$ cat config.mk
export PLATFORM = sky130hd
export DESIGN_NAME = tlk2711_tx_cmd_gen
export DESIGN_NICKNAME = d
export VERILOG_FILES = /design/src/rtl/tlk2711_tx_cmd_gen.sv
export SDC_FILE = /design/constraint.sdc
export NUM_CORES = 1
export LEC_CHECK = 0
export CAP_MARGIN = 15
export CELL_PAD_IN_SITES_DETAIL_PLACEMENT = 1
export CELL_PAD_IN_SITES_GLOBAL_PLACEMENT = 2
export CORE_MARGIN = 2
export CORE_UTILIZATION = 30
export DETAILED_ROUTE_END_ITERATION = 7
export PLACE_DENSITY = 0.87
export SLEW_MARGIN = 20
export SYNTH_ARGS = -nofsm -noshare
export SYNTH_HDL_FRONTEND = slang
export SYNTH_SLANG_ARGS = --single-unit
$ cat constraint.sdc
create_clock -name i_clk -period 5.1 [get_ports i_clk]
set_clock_uncertainty 0.2 [all_clocks]
set_input_delay 1.02 -clock i_clk [delete_from_list [all_inputs] [get_ports i_clk]]
set_output_delay 1.02 -clock i_clk [all_outputs]
set_load 0.02 [all_outputs]
$ cat src/rtl/tlk2711_tx_cmd_gen.sv
// TLK2711 transmit command generator: splits a frame into DataMover read commands.
// Optional build macro TLK2711_TX_CMD_ALIGN_CHK_EN rejects starts on a base address not 8-byte aligned.
module tlk2711_tx_cmd_gen #(
    parameter int ADDR_W    = 32,
    parameter int BTT_W     = 23,
    parameter int MAX_BTT   = 4096,
    parameter int MAX_OUTST = 4
) (
    input  logic                i_clk,
    input  logic                i_rst,
    input  logic                i_soft_rst,
    input  logic                i_reg_wen,
    input  logic [11:0]         i_reg_waddr,
    input  logic [31:0]         i_reg_wdata,
    input  logic                i_reg_ren,
    input  logic [11:0]         i_reg_raddr,
    output logic [31:0]         o_reg_rdata,
    output logic                o_reg_rvalid,
    output logic [ADDR_W+39:0]  o_dma_cmd_data,
    output logic                o_dma_cmd_valid,
    input  logic                i_dma_cmd_ready,
    input  logic                i_dma_xfer_done,
    output logic                o_send_start,
    output logic [BTT_W-1:0]    o_frame_len,
    output logic                o_frame_done,
    output logic                o_busy
);
    // state | meaning
    // IDLE  | waiting for an accepted start
    // ISSUE | presenting a command, held until accepted
    // WAIT  | outstanding limit reached, or all issued and awaiting completions
    // DRAIN | aborted, waiting for in-flight commands to complete
    // DONE  | one-cycle frame completion
    typedef enum logic [2:0] {S_IDLE, S_ISSUE, S_WAIT, S_DRAIN, S_DONE} state_t;

    localparam logic [BTT_W-1:0]  LP_MAX_BTT   = BTT_W'(MAX_BTT);
    localparam logic [3:0]        LP_MAX_OUTST = 4'(MAX_OUTST);
    localparam logic [ADDR_W-1:0] LP_ADDR_STEP = ADDR_W'(MAX_BTT);

    state_t              r_state, w_state_nxt;
    logic [BTT_W-1:0]    r_len, r_remain, r_frame_len, w_btt, w_remain_nxt;
    logic [31:0]         r_addr_lo, r_addr_hi, r_rdata, w_rdata;
    logic [ADDR_W-1:0]   r_cmd_addr, w_base;
    logic [3:0]          r_tag, r_outst, w_outst_nxt;
    logic [15:0]         r_frame_cnt;
    logic [ADDR_W+39:0]  w_cmd;
    logic r_err_len, r_aborted, r_abort_req, r_send_start, r_rvalid;
    logic w_rst, w_wr_ctrl, w_start, w_abort, w_abort_any, w_start_req, w_start_ok;
    logic w_align_bad, w_err_align, w_xfer, w_done;

    assign w_rst        = i_rst | i_soft_rst;
    assign w_wr_ctrl    = i_reg_wen && (i_reg_waddr == 12'h004);
    assign w_start      = w_wr_ctrl & i_reg_wdata[0];
    assign w_abort      = w_wr_ctrl & i_reg_wdata[1];
    assign w_abort_any  = w_abort | r_abort_req;
    assign w_base       = ADDR_W'({r_addr_hi, r_addr_lo});
    assign w_start_req  = (r_state == S_IDLE) && w_start;
    assign w_start_ok   = w_start_req && (r_len != '0) && !w_align_bad;
    assign w_xfer       = o_dma_cmd_valid & i_dma_cmd_ready;
    assign w_done       = i_dma_xfer_done && (r_outst != 4'd0);
    assign w_remain_nxt = r_remain - w_btt;

`ifdef TLK2711_TX_CMD_ALIGN_CHK_EN
    logic r_err_align;
    assign w_align_bad = (w_base[2:0] != 3'b000);
    assign w_err_align = r_err_align;
    always_ff @(posedge i_clk) begin
        if (w_rst)
            r_err_align <= 1'b0;
        else if (w_start_req && (r_len != '0))
            r_err_align <= w_align_bad;
    end
`else
    assign w_align_bad = 1'b0;
    assign w_err_align = 1'b0;
`endif

    // A simultaneous transfer and completion leave the count unchanged.
    always_comb begin
        w_outst_nxt = r_outst;
        if (w_xfer && !w_done)
            w_outst_nxt = r_outst + 4'd1;
        else if (!w_xfer && w_done)
            w_outst_nxt = r_outst - 4'd1;
    end

    always_comb begin
        w_btt = (r_remain > LP_MAX_BTT) ? LP_MAX_BTT : r_remain;
        w_cmd = '0;
        if (o_dma_cmd_valid) begin
            w_cmd[BTT_W-1:0]           = w_btt;
            w_cmd[23]                  = 1'b1;
            w_cmd[30]                  = 1'b1;
            w_cmd[ADDR_W+31:32]        = r_cmd_addr;
            w_cmd[ADDR_W+35:ADDR_W+32] = r_tag;
        end
    end

    always_ff @(posedge i_clk) begin
        if (w_rst)
            r_state <= S_IDLE;
        else
            r_state <= w_state_nxt;
    end

    always_comb begin
        w_state_nxt = r_state;
        case (r_state)
            S_IDLE:  if (w_start_ok) w_state_nxt = S_ISSUE;
            S_ISSUE: begin
                if (w_xfer) begin
                    if (w_abort_any)
                        w_state_nxt = S_DRAIN;
                    else if ((w_remain_nxt != '0) && (w_outst_nxt < LP_MAX_OUTST))
                        w_state_nxt = S_ISSUE;
                    else
                        w_state_nxt = S_WAIT;
                end
            end
            S_WAIT: begin
                if (w_abort_any)
                    w_state_nxt = S_DRAIN;
                else if ((r_remain == '0) && (w_outst_nxt == 4'd0))
                    w_state_nxt = S_DONE;
                else if ((r_remain != '0) && (w_outst_nxt < LP_MAX_OUTST))
                    w_state_nxt = S_ISSUE;
            end
            S_DRAIN: if (w_outst_nxt == 4'd0) w_state_nxt = S_DONE;
            S_DONE:  w_state_nxt = S_IDLE;
            default: w_state_nxt = S_IDLE;
        endcase
    end

    always_comb begin
        o_dma_cmd_valid = (r_state == S_ISSUE);
        o_busy          = (r_state != S_IDLE);
        o_frame_done    = (r_state == S_DONE);
    end

    always_comb begin
        w_rdata = '0;
        case (i_reg_raddr)
            12'h008: w_rdata = 32'(r_len);
            12'h00C: w_rdata = r_addr_lo;
            12'h010: w_rdata = r_addr_hi;
            12'h014: w_rdata = {r_frame_cnt, 12'd0, r_aborted, w_err_align, r_err_len, o_busy};
            default: w_rdata = '0;
        endcase
    end

    always_ff @(posedge i_clk) begin
        if (w_rst) begin
            r_len        <= '0;
            r_addr_lo    <= '0;
            r_addr_hi    <= '0;
            r_remain     <= '0;
            r_frame_len  <= '0;
            r_cmd_addr   <= '0;
            r_tag        <= '0;
            r_outst      <= '0;
            r_frame_cnt  <= '0;
            r_err_len    <= 1'b0;
            r_aborted    <= 1'b0;
            r_abort_req  <= 1'b0;
            r_send_start <= 1'b0;
            r_rvalid     <= 1'b0;
            r_rdata      <= '0;
        end else begin
            r_send_start <= w_start_ok;
            r_outst      <= w_outst_nxt;
            r_rvalid     <= i_reg_ren;
            r_rdata      <= i_reg_ren ? w_rdata : '0;
            if (i_reg_wen) begin
                case (i_reg_waddr)
                    12'h008: r_len     <= i_reg_wdata[BTT_W-1:0];
                    12'h00C: r_addr_lo <= i_reg_wdata;
                    12'h010: r_addr_hi <= i_reg_wdata;
                    default: ;
                endcase
            end
            if (w_start_req && (r_len == '0))
                r_err_len <= 1'b1;
            if (w_start_ok) begin
                r_err_len   <= 1'b0;
                r_aborted   <= 1'b0;
                r_abort_req <= 1'b0;
                r_cmd_addr  <= w_base;
                r_remain    <= r_len;
                r_frame_len <= r_len;
                r_tag       <= '0;
            end
            if (w_xfer) begin
                r_cmd_addr <= r_cmd_addr + LP_ADDR_STEP;
                r_remain   <= w_remain_nxt;
                r_tag      <= r_tag + 4'd1;
            end
            // An abort seen while a command is presented waits for its acceptance.
            if (w_abort && ((r_state == S_ISSUE) || (r_state == S_WAIT)))
                r_abort_req <= 1'b1;
            if ((r_state == S_DRAIN) && (w_state_nxt == S_DONE))
                r_aborted <= 1'b1;
            if (r_state == S_DONE)
                r_frame_cnt <= r_frame_cnt + 16'd1;
        end
    end

    assign o_dma_cmd_data = w_cmd;
    assign o_send_start   = r_send_start;
    assign o_frame_len    = r_frame_len;
    assign o_reg_rdata    = r_rdata;
    assign o_reg_rvalid   = r_rvalid;
endmodule

Yosys cells after proc, flatten, opt, wreduce, memory -nomap -nowiden
Cells that the tools add are included.
- input port bits: 63
- register bits after elaboration: 229
- output and inout port bits: 132
- logic and storage cells: 100
- reduce and logical (&&, ||, !) cells: 32
- magnitude comparators: 2
- add/sub/neg operators: 6
- muxes and demuxes: 25
- bitwise operators: 6
- eq/ne operators: 13
- operators by type and width (cell ; count):
    $pmux W32 S4 ; 1
    $mux W23 ; 3
    $reduce_bool A23 Y1 ; 3
    $mux W32 ; 2
    $eq A12 B4 Y1 const B ; 4
    $logic_not A23 Y1 ; 2
    $eq A12 B5 Y1 const B ; 3
    $mux W36 ; 1
    $add A32 B13 Y32 const B ; 1
    $mux W24 ; 1
    $gt A23 B13 Y1 const B ; 1
    $sub A23 B23 Y23 ; 1
    $mux W3 ; 6
    $add A16 B1 Y16 const B ; 1
    $mux W4 ; 4
    $eq A12 B3 Y1 const B ; 1
    $logic_and A1 B1 Y1 ; 12
    $pmux W3 S4 ; 1
    $add A4 B1 Y4 const B ; 2
    $eq A3 B2 Y1 const B ; 2
    $eq A3 B3 Y1 const B ; 2
    $reduce_and A2 Y1 ; 3
    $reduce_bool A2 Y1 ; 3
    $logic_not A4 Y1 ; 1
    14 further kinds ; 23

Logic depth before layout (Yosys ltp)
Gate-level depths: netlist of the first run.
- word-level depth: 15
- depth in mapped cells: 16
- mapped depth without buffers: 13

Worst setup path after synthesis of the first run
No wires, ideal clock.
- path type: reg2reg
- start point: reg r_remain[4]
- end point: reg r_state[0]
- data required time: 4777 ps
- arrival time: 3333 ps
- library setup time: 123 ps
- period minus slack after synthesis: 3656 ps
- cell stages (with the launch flop): 16
- path buffers: 2
- setup slack: 1444 ps
- path through: dfxtp_1 -> nor4_4 -> nand4_1 -> a21oi_2 -> buf_2 -> nand2b_1 -> ha_1 -> clkbuf_1 -> nor4_1 -> a31o_1 -> o211ai_1 -> o21ai_0 -> o21bai_1 -> nor4_2 -> or3_1 -> o211ai_2
- longest elaborated chain between the ends: 9
- elaborated cells on any way between the ends: 16
- classes of those cells: 1 x add/sub; 1 x order compare; 8 x mux; 6 x reduce/logical
- ends and longest elaborated chain (item ; line ; source):
    start: declaration ; 41 ; logic [BTT_W-1:0] r_len, r_remain, r_frame_len, w_btt, w_remain_nxt;
    start signal: assignment ; 188 ; r_remain <= r_len;
    start signal: assignment ; 194 ; r_remain <= w_remain_nxt;
    $gt A23 B13 Y1 ; 88 ; w_btt = (r_remain > LP_MAX_BTT) ? LP_MAX_BTT : r_remain;
    $mux W23 ; 88 ;
    $sub A23 B23 Y23 ; 61 ; assign w_remain_nxt = r_remain - w_btt;
    $reduce_bool A23 Y1 ; 114 ; else if ((w_remain_nxt != '0) && (w_outst_nxt < LP_MAX_OUTST))
    $logic_and A1 B1 Y1 ; 114 ;
    $mux W2 ; 114 ;
    $mux W2 ; 112 ; if (w_abort_any)
    $mux W3 ; 111 ; if (w_xfer) begin
    $pmux W3 S4 * ; 108 ; case (r_state)
    end signal: assignment ; 103 ; r_state <= w_state_nxt;
    end: declaration ; 40 ; state_t r_state, w_state_nxt;
Mark *: on every way between the ends. The rest lies on a longest branch, timed or not.
A chain may end at the register's enable or synchronous reset.

Worst setup path after layout of the first run
- start point: reg r_remain[4]
- end point: out o_dma_cmd_data[4]
- longest elaborated chain between the ends: 3
- ends and longest elaborated chain (item ; line ; source):
    $gt A23 B13 Y1 ; 88 ;
    $mux W23 * ; 88 ;
    $mux W24 * ; 90 ; if (o_dma_cmd_valid) begin
    end: declaration ; 19 ; output logic [ADDR_W+39:0] o_dma_cmd_data,
Marked as above.

==> results.py, run 1 <==
metrics = {
    "outcome": {
        "run_status": "complete, no violations",
    },
    "placement": {
        "port-buffer-count": 173,
        "gp_congestion": 0.839,
        "dp_hpwl_um": 24900,
    },
    "sta": {
        "setup-violations-final": 0,
        "final.setup.tns_ns": 0,
        "final_period_minus_worst_setup_slack_ns": 4.53,
        "final_period_util": 0.889,
        "worst_slew_pin_slew_ns": 1.09,
        "grt_setup_unrepaired": "false",
        "max_freq_mhz": 221,
        "final_max_tran_viols": 0,
        "max_transition_margin": 0.271,
        "finalHoldViolations": 0,
    },
    "route": {
        "dr.pass1.iters": 5,
        "drt_first_iter_violations": 603,
        "drt-total-wl_um": 35800,
        "num_vias": 9780,
        "route.antenna.remaining_nets": 0,
        "route.detailed.wl_per_inst_um": 19.2,
        "route.detailed.drc": 0,
        "drt-vias-per-instance": 5.24,
    },
    "hold_path": {
        "holdCritPathClass": "reg -> reg",
    },
    "synthesis": {
        "synth_area_leaders": "sky130_fd_sc_hd__dfxtp_1, sky130_fd_sc_hd__nand2_1, sky130_fd_sc_hd__a21oi_1",
        "synth_flop_cell": "sky130_fd_sc_hd__dfxtp_1",
        "netlist_instances": 1262,
        "yosys_warnings": 0,
        "synth.yosys.seq_area_share": 0.449,
        "synth_top_cell_by_area": "sky130_fd_sc_hd__dfxtp_1",
        "synth-seq-cells": 229,
        "syn_area_per_cell_um2": 8.09,
        "synth_async_sr_flop_share": 0,
        "synth_edf_count": 0,
        "yosysMostFrequentCell": "sky130_fd_sc_hd__nand2_1",
        "netlist_area_um2": 10200,
        "ys_types": 72,
        "synth.top_cell.area_share": 0.449,
        "commonest_cells_post_synth": "sky130_fd_sc_hd__nand2_1, sky130_fd_sc_hd__dfxtp_1, sky130_fd_sc_hd__a21oi_1",
    },
    "clock_network": {
        "cts-buffers-inserted": 27,
        "post_cts_clock_slew_at_the_launch_and_capture_registers_of_the_worst_setup_and_hold_paths_ns": 0.06,
        "hold_buffers": 0,
        "tritoncts": "yes",
        "cts_root_buf": "sky130_fd_sc_hd__clkbuf_16",
        "worstSkewPairLatency_ns": 0.54,
        "maximum_number_of_buffers_from_clock_root_to_sink": 3,
        "cts_num_sinks": 229,
        "cts.repair.resized": 0,
        "cts_post_setup_buffers_inserted": 0,
        "htree_num_levels": 1,
    },
    "critical_path": {
        "critPathMaxFanout": 24,
        "count_of_buffering_cells_on_the_critical_path_with_inverters_included": 2,
        "category_of_the_critical_setup_timing_path": "reg -> out",
        "cp.required_ns": 3.88,
        "critical_path.max_stage_delay_ns": 0.65,
        "path_cells": "nor4_4, nand4_1, a21oi_2, buf_4, and3_2, clkdlybuf4s50_1",
        "timing.critical_path.max_delay_family": "simple AND/OR/NAND/NOR gates",
        "signal_arrival_time_at_the_worst_endpoint_ns": 3.31,
        "worstSetupEndpointType": "primary output",
        "critical_path.slowest_cell": "sky130_fd_sc_hd__nor4_4",
        "crit_path_start_kind": "register",
    },
    "global_routing": {
        "grt_first_pass_wirelength_um": 55500,
        "via_count_of_the_first_global_routing_pass": 9785,
        "global_route.overflow_total": 0,
        "grt_antenna_before_repair": 4,
        "grt_max_degree": 88,
        "track_usage": 0.195,
    },
    "power": {
        "irDropWorstVdd_mv": 0.231,
        "clock_power_share": 0.511,
        "power_frac_seq": 0.456,
        "p_switching_uw": 861,
        "power.switching_fraction": 0.220,
        "finalPower_mw": 3.92,
        "power.internal_mw": 3.06,
        "power.leakage_nw": 4.54,
        "power.density_cell_area_nw_per_um2": 298,
        "p_comb_frac": 0.033,
    },
    "die": {
        "fp.dieW_um": 188,
        "fp.dieH_um": 188,
        "initial_core_util": 0.304,
        "pin_count": 195,
        "floorplan.die_area_um2": 35500,
        "fp-row-count": 67,
        "core-area_um2": 33500,
    },
    "layout": {
        "fraction_of_layout_cells_with_a_size_suffix_above_1": 0.0670,
        "area_delta_synth_final_pct": 29.1,
        "storage_cell_area_um2": 4580,
        "multi_input_area_um2": 5140,
        "net_count_final": 1466,
        "fill_cells": 3960,
    },
    "job": {
        "cap_violations": 0,
    },
}
-- stage by stage --
stage / worst slack [ns] / hold WS (ns) / instances / cell area, um2 / util
5_1_grt: 0.379 / 0.268 / 1866 / 13200 / 0.393
6_report: 0.566 / 0.247 / 1867 / 13200 / 0.393
4_1_cts: 0.537 / 0.249 / 1866 / 13200 / 0.393
3_3_place_gp: 0.848 / 0.236 / 1816 / 12200 / 0.365
2_1_floorplan: 1.44 / 0.227 / 1282 / 10300 / -
3_5_place_dp: 0.827 / 0.240 / 1816 / 12200 / 0.365
-- cell type report --
cell class / instances / area share
Antenna cell: 1 / 0.000190
Clock inverter: 11 / 0.0108
Sequential cell: 229 / 0.348
Inverter: 16 / 0.00456
Clock buffer: 39 / 0.0593
Multi-Input combinational cell: 927 / 0.390
Timing Repair Buffer: 196 / 0.145
Tap cell: 448 / 0.0426
-- placed cells by master, fill, tap and decap left out, types with 7 or more instances in the layout --
master / n
sky130_fd_sc_hd__and2_1: 38
sky130_fd_sc_hd__mux2i_1: 34
sky130_fd_sc_hd__nor3_1: 30
sky130_fd_sc_hd__inv_1: 16
sky130_fd_sc_hd__xnor2_1: 7
sky130_fd_sc_hd__and3_1: 21
sky130_fd_sc_hd__nand2_1: 230
sky130_fd_sc_hd__conb_1: 22
sky130_fd_sc_hd__xor2_1: 10
sky130_fd_sc_hd__a22oi_1: 24
sky130_fd_sc_hd__nand4_1: 13
sky130_fd_sc_hd__a21oi_1: 169
sky130_fd_sc_hd__nor2_1: 119
sky130_fd_sc_hd__clkbuf_16: 27
sky130_fd_sc_hd__nand3_1: 28
sky130_fd_sc_hd__a222oi_1: 22
sky130_fd_sc_hd__o211ai_1: 12
sky130_fd_sc_hd__o21ai_0: 25
sky130_fd_sc_hd__dfxtp_1: 229
sky130_fd_sc_hd__nor4_1: 13
sky130_fd_sc_hd__clkdlybuf4s50_1: 173
sky130_fd_sc_hd__or3_1: 10
sky130_fd_sc_hd__buf_4: 23
sky130_fd_sc_hd__a31oi_1: 14
-- flip-flops by register name (all words and copies together) (netlist names) --
signal        flops
o_frame_len      23
o_reg_rdata      32
o_reg_rvalid      1
o_send_start      1
r_abort_req       1
r_aborted         1
r_addr_hi        32
r_addr_lo        32
r_cmd_addr       32
r_err_len         1
r_frame_cnt      16
r_len            23
r_outst           4
r_remain         23
r_state           3
r_tag             4
-- per-layer routing --
| layer | up-vias | wire, um | global-route usage |
|---|---|---|---|
| li1 | 4648 | - | - |
| met1 | 4851 | 16700 | 0.265 |
| met2 | 228 | 16700 | 0.323 |
| met3 | 51 | 1700 | 0.0304 |
| met4 | 2 | 726 | 0.0490 |
| met5 | - | 12 | 0 |
-- power by group through the flow --
stage	Clock [mW]	Sequential, mW	Combinational [mW]
finish	2.00	1.79	0.129
global route	2.11	1.79	0.138
CTS	2.04	1.79	0.129
detailed placement	0	1.83	0.129
global placement	0	1.83	0.128
floorplan	0	1.83	0.0658
-- worst paths after layout --
kind                 start                end  slack (ns)  depth (start not counted)
min reg2reg  r_cmd_addr[6]      r_cmd_addr[6]        0.25                          2
min          r_cmd_addr[6]      r_cmd_addr[6]        0.25                          2
max reg2reg    r_remain[4]         r_state[0]        0.75                         13
max            r_remain[4]  o_dma_cmd_data[4]        0.57                          6
-- worst min-delay path, stage by stage (launching register included) --
cell	delay, ns
sky130_fd_sc_hd__dfxtp_1	0.30
sky130_fd_sc_hd__nand2_1	0.05
sky130_fd_sc_hd__a21oi_1	0.05
-- kinds of logic after synthesis --
logic type / Yosys count / synth area share
compound gates: 300 / 0.182
mux: 35 / 0.0345
flops: 229 / 0.449
xor+xnor: 17 / 0.0146
simple gates: 547 / 0.254
other cells: 2 / 0.000736
fa+ha+maj: 6 / 0.00736
buf+inv: 126 / 0.0576
Power figures use the tool's default switching activity.
==> run 2, diff against run 1 <==
--- a/config.mk
+++ b/config.mk
@@ -9,9 +9,9 @@
 export CELL_PAD_IN_SITES_DETAIL_PLACEMENT = 1
 export CELL_PAD_IN_SITES_GLOBAL_PLACEMENT = 2
 export CORE_MARGIN = 2
-export CORE_UTILIZATION = 30
+export CORE_UTILIZATION = 33
 export DETAILED_ROUTE_END_ITERATION = 7
-export PLACE_DENSITY = 0.87
+export PLACE_DENSITY = 0.94
 export SLEW_MARGIN = 20
 export SYNTH_ARGS = -nofsm -noshare
 export SYNTH_HDL_FRONTEND = slang
==> constraint.sdc (replaced) <==
create_clock -name i_clk -period 5.8 [get_ports i_clk]
set_clock_uncertainty 0.2 [all_clocks]
set_input_delay 1.16 -clock i_clk [delete_from_list [all_inputs] [get_ports i_clk]]
set_output_delay 1.16 -clock i_clk [all_outputs]
set_load 0.02 [all_outputs]
==> run 2 against run 1 <==
Against the previous run: clock power down 13%; die area down 8.9%; critical path depth down 1; design area down 0.92%; core utilization up 3.5 points; register-to-register slack better by 0.97 ns; first-iteration DRC count up 34%; worst setup slack better by 0.79 ns; total power down 12%; sequential cell count unchanged; combinational power down 12%; non-clock buffer count down 9; critical path type unchanged; largest power group unchanged.
==> results.py, run 2 (synthesis results as in run 1) <==
metrics = {
    "die": {
        "fp-row-count": 64,
        "pin_count": 195,
        "fp.dieH_um": 180,
        "initial_core_util": 0.334,
        "fp.dieW_um": 180,
        "core-area_um2": 30500,
        "floorplan.die_area_um2": 32300,
    },
    "critical_path": {
        "signal_arrival_time_at_the_worst_endpoint_ns": 3.08,
        "critical_path.max_stage_delay_ns": 0.62,
        "timing.critical_path.max_delay_family": "buffers and inverters",
        "worstSetupEndpointType": "primary output",
        "timing.reg2reg.setup_slack_ns": 1.72,
        "crit_path_start_kind": "register",
        "path_cells": "inv_1, nor3_4, buf_4, and2_1, clkdlybuf4s50_1",
        "category_of_the_critical_setup_timing_path": "reg -> out",
        "critical_path.slowest_cell": "sky130_fd_sc_hd__clkdlybuf4s50_1",
        "cp.required_ns": 4.44,
        "count_of_buffering_cells_on_the_critical_path_with_inverters_included": 3,
        "critPathMaxFanout": 24,
        "worst_r2r_path_depth": 14,
        "capture_instance_of_the_worst_register_to_register_path": "r_state[0]",
        "regToRegStartpoint": "r_remain[16]",
    },
    "hold_path": {
        "hold_path_depth": 2,
        "whs_endpoint": "r_cmd_addr[9]",
        "min-delay-start": "r_cmd_addr[9]",
        "holdCritPathClass": "reg -> reg",
    },
    "sta": {
        "worst_slew_pin_slew_ns": 1.04,
        "setup-violations-final": 0,
        "final_max_tran_viols": 0,
        "max_freq_mhz": 225,
        "finalHoldViolations": 0,
        "final.setup.tns_ns": 0,
        "hold_slack_ns": 0.247,
        "final_period_util": 0.766,
        "final_period_minus_worst_setup_slack_ns": 4.44,
        "max_transition_margin": 0.304,
        "grt_setup_unrepaired": "false",
    },
    "layout": {
        "mostFrequentLayoutCells": "sky130_fd_sc_hd__nand2_1, sky130_fd_sc_hd__dfxtp_1, sky130_fd_sc_hd__clkdlybuf4s50_1, sky130_fd_sc_hd__a21oi_1, sky130_fd_sc_hd__nor2_1",
        "fill_cells": 3596,
        "area_delta_synth_final_pct": 27.9,
        "fraction_of_layout_cells_with_a_size_suffix_above_1": 0.0634,
        "layout_commonest_cell": "sky130_fd_sc_hd__nand2_1",
        "multi_input_area_um2": 5170,
        "stdcell_count": 1801,
        "storage_cell_area_um2": 4580,
        "design_area_um2": 13100,
        "net_count_final": 1455,
    },
    "job": {
        "cap_violations": 0,
    },
    "clock_network": {
        "cts_num_sinks": 229,
        "cts-buffers-inserted": 25,
        "cts.repair.resized": 0,
        "hold_buffers": 0,
        "htree_num_levels": 1,
        "post_cts_clock_slew_at_the_launch_and_capture_registers_of_the_worst_setup_and_hold_paths_ns": 0.06,
        "maximum_number_of_buffers_from_clock_root_to_sink": 3,
        "cts_post_setup_buffers_inserted": 0,
        "tritoncts": "yes",
        "cts_root_buf": "sky130_fd_sc_hd__clkbuf_16",
        "worstSkewPairLatency_ns": 0.52,
    },
    "route": {
        "drt_first_iter_violations": 808,
        "num_vias": 9808,
        "route.detailed.wl_per_inst_um": 19.7,
        "dr.pass1.iters": 5,
        "drt-vias-per-instance": 5.45,
        "drt-total-wl_um": 35400,
        "route.detailed.drc": 0,
        "route.antenna.remaining_nets": 0,
    },
    "outcome": {
        "run_status": "complete, no violations",
    },
    "global_routing": {
        "via_count_of_the_first_global_routing_pass": 9884,
        "grt_max_degree": 98,
        "grt_first_pass_wirelength_um": 55600,
        "global_route.overflow_total": 0,
        "track_usage": 0.211,
        "grt_antenna_before_repair": 2,
    },
    "power": {
        "irDropWorstVdd_mv": 0.194,
        "power.leakage_nw": 4.49,
        "power.density_cell_area_nw_per_um2": 263,
    },
    "placement": {
        "port-buffer-count": 173,
        "placed_cells": 1755,
        "postPlaceCellArea_um2": 12100,
        "gp_congestion": 0.885,
        "dp_hpwl_um": 24400,
    },
}
run 2: cell types whose count changed in the layout (fill, tap and decap cells not counted), moves of 2 or more:
cell,before,now
sky130_fd_sc_hd__inv_6,2,0
sky130_fd_sc_hd__buf_4,23,14
sky130_fd_sc_hd__nand3_2,0,2
sky130_fd_sc_hd__nand3_1,28,26
sky130_fd_sc_hd__bufinv_16,3,5
sky130_fd_sc_hd__clkbuf_16,27,25
sky130_fd_sc_hd__clkbuf_1,6,3
run 2: per-layer routing:
metal | global-route usage | vias to the layer above | routed length [um]
li1 | - | 4622 | -
met1 | 0.279 | 4847 | 15800
met2 | 0.354 | 275 | 16700
met3 | 0.0357 | 62 | 1920
met4 | 0.0618 | 2 | 898
met5 | 0 | - | 13
run 2: how the worst max path moves through the flow:
stage                               endpoint  cells past startpoint      startpoint  slack [ns]
after floorplan                   r_state[0]                     15     r_remain[4]        2.14
after global placement        r_cmd_addr[19]                      9  i_reg_waddr[8]        1.55
after detailed placement         r_remain[8]                      8  i_reg_waddr[8]        1.47
after CTS                 o_dma_cmd_data[33]                      5      r_state[0]        1.07
after global routing      o_dma_cmd_data[47]                      5      r_state[0]        1.14
final                     o_dma_cmd_data[33]                      5      r_state[0]        1.36
run 2: metrics by stage:
stage / setup slack (ns) / power [mW] / util
floorplan: 2.14 / 1.67 / -
global placement: 1.55 / 1.72 / 0.398
detailed placement: 1.47 / 1.72 / 0.398
CTS: 1.07 / 3.46 / 0.427
global route: 1.14 / 3.53 / 0.428
finish: 1.36 / 3.43 / 0.428
run 2: power by group:
part / switching, mW / total (mW) / internal [mW]
Combinational: 0.0652 / 0.113 / 0.0475
Clock: 0.659 / 1.75 / 1.09
Sequential: 0.000131 / 1.57 / 1.57
run 2: worst register-to-register path, cell delays in order (launching register included):
cell	delay, ns
sky130_fd_sc_hd__dfxtp_1	0.37
sky130_fd_sc_hd__nor3_2	0.42
sky130_fd_sc_hd__nand4_1	0.44
sky130_fd_sc_hd__a21oi_2	0.24
sky130_fd_sc_hd__buf_4	0.26
sky130_fd_sc_hd__nand2b_1	0.14
sky130_fd_sc_hd__ha_1	0.39
sky130_fd_sc_hd__nor4_1	0.12
sky130_fd_sc_hd__a31o_1	0.23
sky130_fd_sc_hd__o211ai_1	0.16
sky130_fd_sc_hd__o21ai_0	0.16
sky130_fd_sc_hd__o21bai_1	0.19
sky130_fd_sc_hd__nor4_2	0.37
sky130_fd_sc_hd__or3_1	0.18
sky130_fd_sc_hd__o211ai_2	0.08
run 2: layout make-up:
class | count | share of cell area
multi-input combinational | 927 | 0.396
tap | 396 | 0.0380
inverter | 16 | 0.00460
clock inverter | 11 | 0.0142
timing repair buffer | 187 | 0.141
clock buffer | 34 | 0.0551
sequential | 229 | 0.351
antenna | 1 | 0.000192
